File: src/rtl/writeback_regfile.sv
// Integer register file with bypassed read ports and a per-register in-flight
// write counter that lets decode stall on read-after-write hazards.
module writeback_regfile #(
  parameter int WIDTH    = 32,
  parameter int CNT_BITS = 2
) (
  input  logic             clk,
  input  logic             rst_n,
  input  logic [4:0]       rs1Addr,
  input  logic [4:0]       rs2Addr,
  input  logic             rs1Use,
  input  logic             rs2Use,
  output logic [WIDTH-1:0] rs1Data,
  output logic [WIDTH-1:0] rs2Data,
  input  logic             issueValid,
  input  logic [4:0]       issueRd,
  output logic             issueAccept,
  output logic             stall,
  input  logic             wbValid,
  input  logic [4:0]       wbRd,
  input  logic [WIDTH-1:0] wbData,
  input  logic             flush
);

  localparam logic [CNT_BITS-1:0] CntMax = {CNT_BITS{1'b1}};
  localparam logic [CNT_BITS-1:0] CntOne = CNT_BITS'(1);

  logic [WIDTH-1:0]    regs [0:31];
  logic [CNT_BITS-1:0] cnt  [0:31];

  logic [CNT_BITS-1:0] cnt1, cnt2, cntIssue;
  logic                haz1, haz2, full;
  logic [31:0]         incVec, decVec;

  // Handshake: decode holds issueValid/issueRd steady; the issue is taken and
  // the destination counted busy only in a cycle where issueAccept is high.
  always_comb begin
    cnt1     = cnt[rs1Addr];
    cnt2     = cnt[rs2Addr];
    cntIssue = cnt[issueRd];

    rs1Data = regs[rs1Addr];
    if (rs1Addr == 5'd0)                   rs1Data = '0;
    else if (wbValid && wbRd == rs1Addr)   rs1Data = wbData;

    rs2Data = regs[rs2Addr];
    if (rs2Addr == 5'd0)                   rs2Data = '0;
    else if (wbValid && wbRd == rs2Addr)   rs2Data = wbData;

    // A write-back retiring the last outstanding write resolves the hazard now.
    haz1 = rs1Use && (rs1Addr != 5'd0) && (cnt1 != '0)
           && !(wbValid && (wbRd == rs1Addr) && (cnt1 == CntOne));
    haz2 = rs2Use && (rs2Addr != 5'd0) && (cnt2 != '0)
           && !(wbValid && (wbRd == rs2Addr) && (cnt2 == CntOne));
    full = (issueRd != 5'd0) && (cntIssue == CntMax)
           && !(wbValid && (wbRd == issueRd));

    stall       = haz1 || haz2 || (issueValid && full);
    issueAccept = issueValid && !stall && !flush;

    incVec = '0;
    decVec = '0;
    for (int r = 1; r < 32; r++) begin
      incVec[r] = issueAccept && (issueRd == 5'(r));
      decVec[r] = wbValid && (wbRd == 5'(r)) && (cnt[r] != '0);
    end
  end

  always_ff @(posedge clk) begin
    if (!rst_n) begin
      for (int r = 0; r < 32; r++) begin
        regs[r] <= '0;
        cnt[r]  <= '0;
      end
    end else begin
      if (wbValid && wbRd != 5'd0) regs[wbRd] <= wbData;
      cnt[0] <= '0;
      for (int r = 1; r < 32; r++) begin
        if (flush)                          cnt[r] <= '0;
        else if (incVec[r] && !decVec[r])   cnt[r] <= cnt[r] + CntOne;
        else if (decVec[r] && !incVec[r])   cnt[r] <= cnt[r] - CntOne;
      end
    end
  end

endmodule

File: config.mk
export PLATFORM = sky130hd
export DESIGN_NAME = writeback_regfile
export DESIGN_NICKNAME = d
export VERILOG_FILES = /design/src/rtl/writeback_regfile.sv
export SDC_FILE = /design/constraint.sdc
export NUM_CORES = 2
export LEC_CHECK = 0
export CORE_MARGIN = 2
export CORE_UTILIZATION = 60
export DETAILED_ROUTE_END_ITERATION = 6
export HOLD_SLACK_MARGIN = 0.05
export PLACE_DENSITY = 0.82
export SLEW_MARGIN = 30
export SYNTH_ARGS = -nofsm -noshare
export SYNTH_HDL_FRONTEND = slang
export SYNTH_SLANG_ARGS = --single-unit
File: constraint.sdc
create_clock -name clk -period 13.05 [get_ports clk]
set_clock_uncertainty 0.1 [all_clocks]
set_input_delay 2.61 -clock clk [delete_from_list [all_inputs] [get_ports clk]]
set_output_delay 2.61 -clock clk [all_outputs]
set_load 0.1 [all_outputs]
After elaboration in Yosys (flattened, before gate mapping)
Memories as Yosys holds them, arrays and structs flattened.
Index checks and enable logic that the tools add are counted.
{"block": "word_totals", "reg_bits": 0, "ramBits": 1088, "in_bits": 59, "out_inout_bits": 66, "wordCells": 895, "mem_count": 2}
{"block": "op_classes", "add_sub_neg": 62, "eq_ne": 68, "n_mux": 388, "n_bitwise": 94, "reduce_logical": 281}
{"name": "regs", "depth": 32, "width": 32, "read_ports": 2, "rd_ports_with_merged_regs": 0, "wr": 32, "line": "28", "text": "logic [WIDTH-1:0] regs [0:31];"}
{"name": "cnt", "depth": 32, "width": 2, "read_ports": 34, "rd_ports_with_merged_regs": 0, "wr": 32, "line": "29", "text": "logic [CNT_BITS-1:0] cnt [0:31];"}
{"op": "1-bit 2-to-1 mux", "n": 288}
{"op": "2-bit 2-to-1 mux", "n": 94}
{"op": "1-bit logical AND", "n": 172}
{"op": "5-bit equality test, second input constant", "n": 32}
{"op": "32-bit 2-to-1 mux", "n": 5}
{"op": "1-bit bitwise OR", "n": 94}
{"op": "5-bit by 4-bit equality test with 1-bit output, second input constant", "n": 16}
{"op": "1-bit zero test", "n": 67}
{"op": "2-bit nonzero test", "n": 33}
{"op": "2-bit by 1-bit adder with 2-bit output, second input constant", "n": 31}
{"op": "2-bit by 1-bit subtractor with 2-bit output, second input constant", "n": 31}
{"op": "5-bit by 3-bit equality test with 1-bit output, second input constant", "n": 8}
{"op": "32-bit OR reduction", "n": 1}
{"op": "5-bit by 2-bit equality test with 1-bit output, second input constant", "n": 4}
{"op": "5-bit nonzero test", "n": 4}
{"op": "5-bit equality test", "n": 3}
{"op": "5-bit by 1-bit equality test with 1-bit output, second input constant", "n": 2}
{"op": "5-bit zero test", "n": 2}
{"op": "5-bit 2-to-1 mux", "n": 1}
{"op": "2-bit by 1-bit equality test with 1-bit output, second input constant", "n": 2}
{"op": "2-bit equality test, second input constant", "n": 1}
{"op": "1-bit logical OR", "n": 2}

Longest topological paths before layout
{"block": "logic_depth", "word_depth": 19, "depth_mapped": 15}

Worst setup path before layout
Ideal clock, no wire load.
{"block": "synth_path", "kind": "input port to output port", "startpoint": "in rs2Addr[0]", "endpoint": "out rs2Data[11]", "t_arrival_ps": 6640, "t_required_ps": 10340, "path_slack_ps": 3700, "cell_stages": 7, "path_cell_list": "buf_2 > buf_1 > buf_1 > mux4_2 > mux4_2 > mux2i_1 > a211oi_1"}
{"block": "synth_between", "elab_chain_len": 4, "elab_cells_between_ends": 6, "cone_classes": "eq/ne (1); mux (2); reduce/logical (2); memory (1)"}
{"item": "start, declared", "line": "10", "text": "input logic [4:0] rs2Addr,"}
{"item": "parallel branches: the longest is 3 deep, another holds memory read 32 x 32 bit"}
{"item": "32-bit 2-to-1 mux *", "line": "47", "text": "if (rs2Addr == 5'd0) rs2Data = '0;"}
{"item": "end, declared", "line": "14", "text": "output logic [WIDTH-1:0] rs2Data,"}
Mark *: on every way between the ends.

Worst setup path in the final report
{"block": "layout_path", "startpoint": "in rs2Addr[2]", "endpoint": "out issueAccept"}
{"block": "layout_between", "elab_chain_len": 10, "elab_cells_between_ends": 16, "cone_classes": "eq/ne (2); reduce/logical (13); memory (1)"}
{"item": "memory read 32 x 2 bit or 5-bit equality test (tied branches)"}
{"item": "2-bit by 1-bit equality test with 1-bit output or 1-bit logical AND (tied branches)", "line": "54", "text": "&& !(wbValid && (wbRd == rs2Addr) && (cnt2 == CntOne));"}
{"item": "1-bit logical AND", "line": "54"}
{"item": "1-bit zero test", "line": "54"}
{"item": "1-bit logical AND *", "line": "54"}
{"item": "1-bit logical OR * (2 in series)", "line": "58", "text": "stall = haz1 || haz2 || (issueValid && full);"}
{"item": "1-bit zero test *", "line": "59", "text": "issueAccept = issueValid && !stall && !flush;"}
{"item": "1-bit logical AND * (2 in series)", "line": "59"}
{"item": "end, declared", "line": "17", "text": "output logic issueAccept,"}
Mark *: on every way between the ends. The rest lies on a longest branch, timed or not.

==> results.toml <==
[placement]
gp_congestion = 0.968
place_area_sq_um = 64400
post-place-ws_ps = 3070
post-place-cells = 5256
portBuffers = 124
dp_hpwl_mm = 111

[timing]
rsz0062_at_grt = "false"
report.final.slew_viol_count = 0
setup_viol = 0
whs_ps = 539
clock.fmax_mhz = 98.9
period_share = 0.775
tightest_slew_ps = 1080
timing.setup.tns_ps = 0
slew_headroom = 0.278
hold_viol = 0
fin_crit_ps = 10110
fin_ws_ps = 2940

[grt]
grt_use_met2 = 0.590
grtUsageMet1 = 0.462
gr-usage-all-layers = 0.380
grt_overflow = 0
antenna_found_initial = 9
grt_pass1_wl_mm = 281
first_global_vias = 41178
grt_max_degree = 127
use_met3 = 0.131
grt-busiest-layer = "met2"

[synthesis]
synthTopCellsByArea = "edfxtp_1 53%, mux4_2 25%, and2_1 10%"
synth_top_area_cell = "edfxtp_1"
synthFlopType = "edfxtp_1"
ys_ff_latch = 1086
ys_top_cells_by_count = "1086 x edfxtp_1, 999 x and2_1, 678 x mux4_2, 336 x clkbuf_1, 121 x nor2_1"
synthCells = 4061
synth_cell_types = 68
synth-edff-count = 1086
yosysSeqAreaShare = 0.530
yosysWarningCount = 0
synth-async-reset-ratio = 0
synth_most_common_cell = "edfxtp_1"
syn_area_sq_um = 61500
synth_top_area_share = 0.530
avgSynthCellArea_sq_um = 15.1

[drt]
vias = 40737
drt_iter0_drc = 6736
viasPerCell = 7.42
drt-total-wl_mm = 196
drc = 0
firstDrtPassIters = 6
ant_nets = 0
route.detailed.wl_per_inst_microns = 35.6

[clock_tree]
cts.path.max_buffers = 3
cts_tree = "yes"
clk_pin_slew_ps = 60
clock_tree.root_cell = "clkbuf_16"
htree_num_levels = 3
postCtsSetupBuffers = 0
cts_hold_buf = 0
clk_latency_ps = 730
cts_made_buffers = 114
post_cts_resized = 0
cts.sink_count = 1086

[power_and_ir_drop]
p_int_mw = 6.56
clkPwrFrac = 0.375
p_per_area_nw_per_um2 = 132
design_power_total_mw = 9.00
p_sw_frac = 0.271
p_sw_mw = 2.43
p_seq_frac = 0.461
comb_power_share = 0.164
power_leakage_nw = 23.0
ir_drop_uv = 133

[worst_setup_path]
critPathRequiredTime_ps = 10340
ff2ff_setup_slack_ps = 9220
critPathLaunchType = "primary input"
crit_fanout = 46
rr_startpoint = "cnt[15][0]"
crit_arrival_ps = 7400
timing.rr.end = "cnt[29][1]"
crit_path_end_kind = "output pin"
r2r_cells = 9
critical_path_class = "in2out"

[cells_and_area]
utilization = 0.671
design_area_sq_um = 68300
stdcell_count = 5488
synthToLayoutAreaGrowth_pct = 11.0
finalNetCount = 4100
fill_cells = 6587
layout-drive-gt1-share = 0.268

[die]
rows = 117
ios = 125
die_y_microns = 324
core_area_sq_um = 102000
start_util = 0.605
die_area_sq_um = 105000
die_width_microns = 324

[min_path]
worstHoldPathType = "reg2reg"
holdPathStages = 1
min-delay-start = "cnt[14][0]"
hold_end = "cnt[14][0]"

[job]
drv_cap = 0

[outcome]
status = "completed"
## cells by family after synthesis
group           count (synthesis)  synth area share
simple gates                 1391             0.134
flops                        1086             0.530
mux                           781             0.265
buf+inv                       508            0.0334
compound gates                243            0.0276
fa+ha+maj                      31           0.00630
xor+xnor                       20           0.00285
other cells                     1         0.0000610
## worst max-delay path: stages
cell and delay [ps]:
buf_4 600, buf_4 950, mux4_2 410, nor2b_1 140, a211o_1 290, o211ai_2 220, o2111ai_1 160, buf_4 230
nor2_2 150, inv_2 220, nor2_1 160, clkdlybuf4s50_1 1140
## flip-flops by register name, indices dropped and copies added, names as in the netlist
| register | cells |
|---|---|
| cnt | 62 |
| regs | 1024 |
## cells in the final DEF (no fill, tap or decap), types with 15 or more instances in the layout
cell	n
a211o_1	15
edfxtp_1	1086
a211oi_1	76
clkinv_2	21
nor2_1	87
buf_2	31
clkbuf_1	17
clkinv_1	28
bufinv_16	17
inv_1	65
nand3_1	59
nor2b_1	16
mux4_2	678
conb_1	32
nand2_1	50
clkdlybuf4s50_1	81
o21ai_4	31
a21oi_1	40
diode_2	17
nor2_4	33
and2_1	999
nor3_1	19
ha_1	31
or3_1	48
clkbuf_16	120
buf_4	105
mux2i_1	89
nand4_1	19
## power groups by stage
| stage | clock, mW | sequential (mW) | combinational, mW |
|---|---|---|---|
| floorplan | 0 | 4.17 | 1.02 |
| global placement | 0 | 4.18 | 1.42 |
| detailed placement | 0 | 4.20 | 1.44 |
| CTS | 3.36 | 4.14 | 1.45 |
| global route | 3.49 | 4.16 | 1.51 |
| finish | 3.37 | 4.15 | 1.48 |
## layer usage
metal  vias to the layer above  wire length, microns
met5                         -                   160
met4                        10                 13200
met3                       929                 28900
met2                      3789                 92200
met1                     20331                 61200
li1                      15678                     -
## worst max path at each step
stage | start | end | cells after the start
floorplan | rs2Addr[0] | rs2Data[11] | 7
global placement | rs2Addr[0] | issueAccept | 12
detailed placement | wbRd[0] | issueAccept | 11
CTS | wbRd[0] | issueAccept | 11
global route | rs1Addr[2] | issueAccept | 12
finish | rs2Addr[2] | issueAccept | 12
## final cells by class
type / instances / area (sq um) / share of cell area
Sequential cell: 1086 / 32600 / 0.477
Clock buffer: 136 / 3040 / 0.0445
Timing Repair Buffer: 243 / 2250 / 0.0330
Clock inverter: 73 / 778 / 0.0114
Tap cell: 1368 / 1710 / 0.0251
Antenna cell: 17 / 42.5 / 0.000623
Multi-Input combinational cell: 2498 / 27600 / 0.404
Inverter: 67 / 251 / 0.00368
No activity file was read; power rests on OpenSTA's default activity.
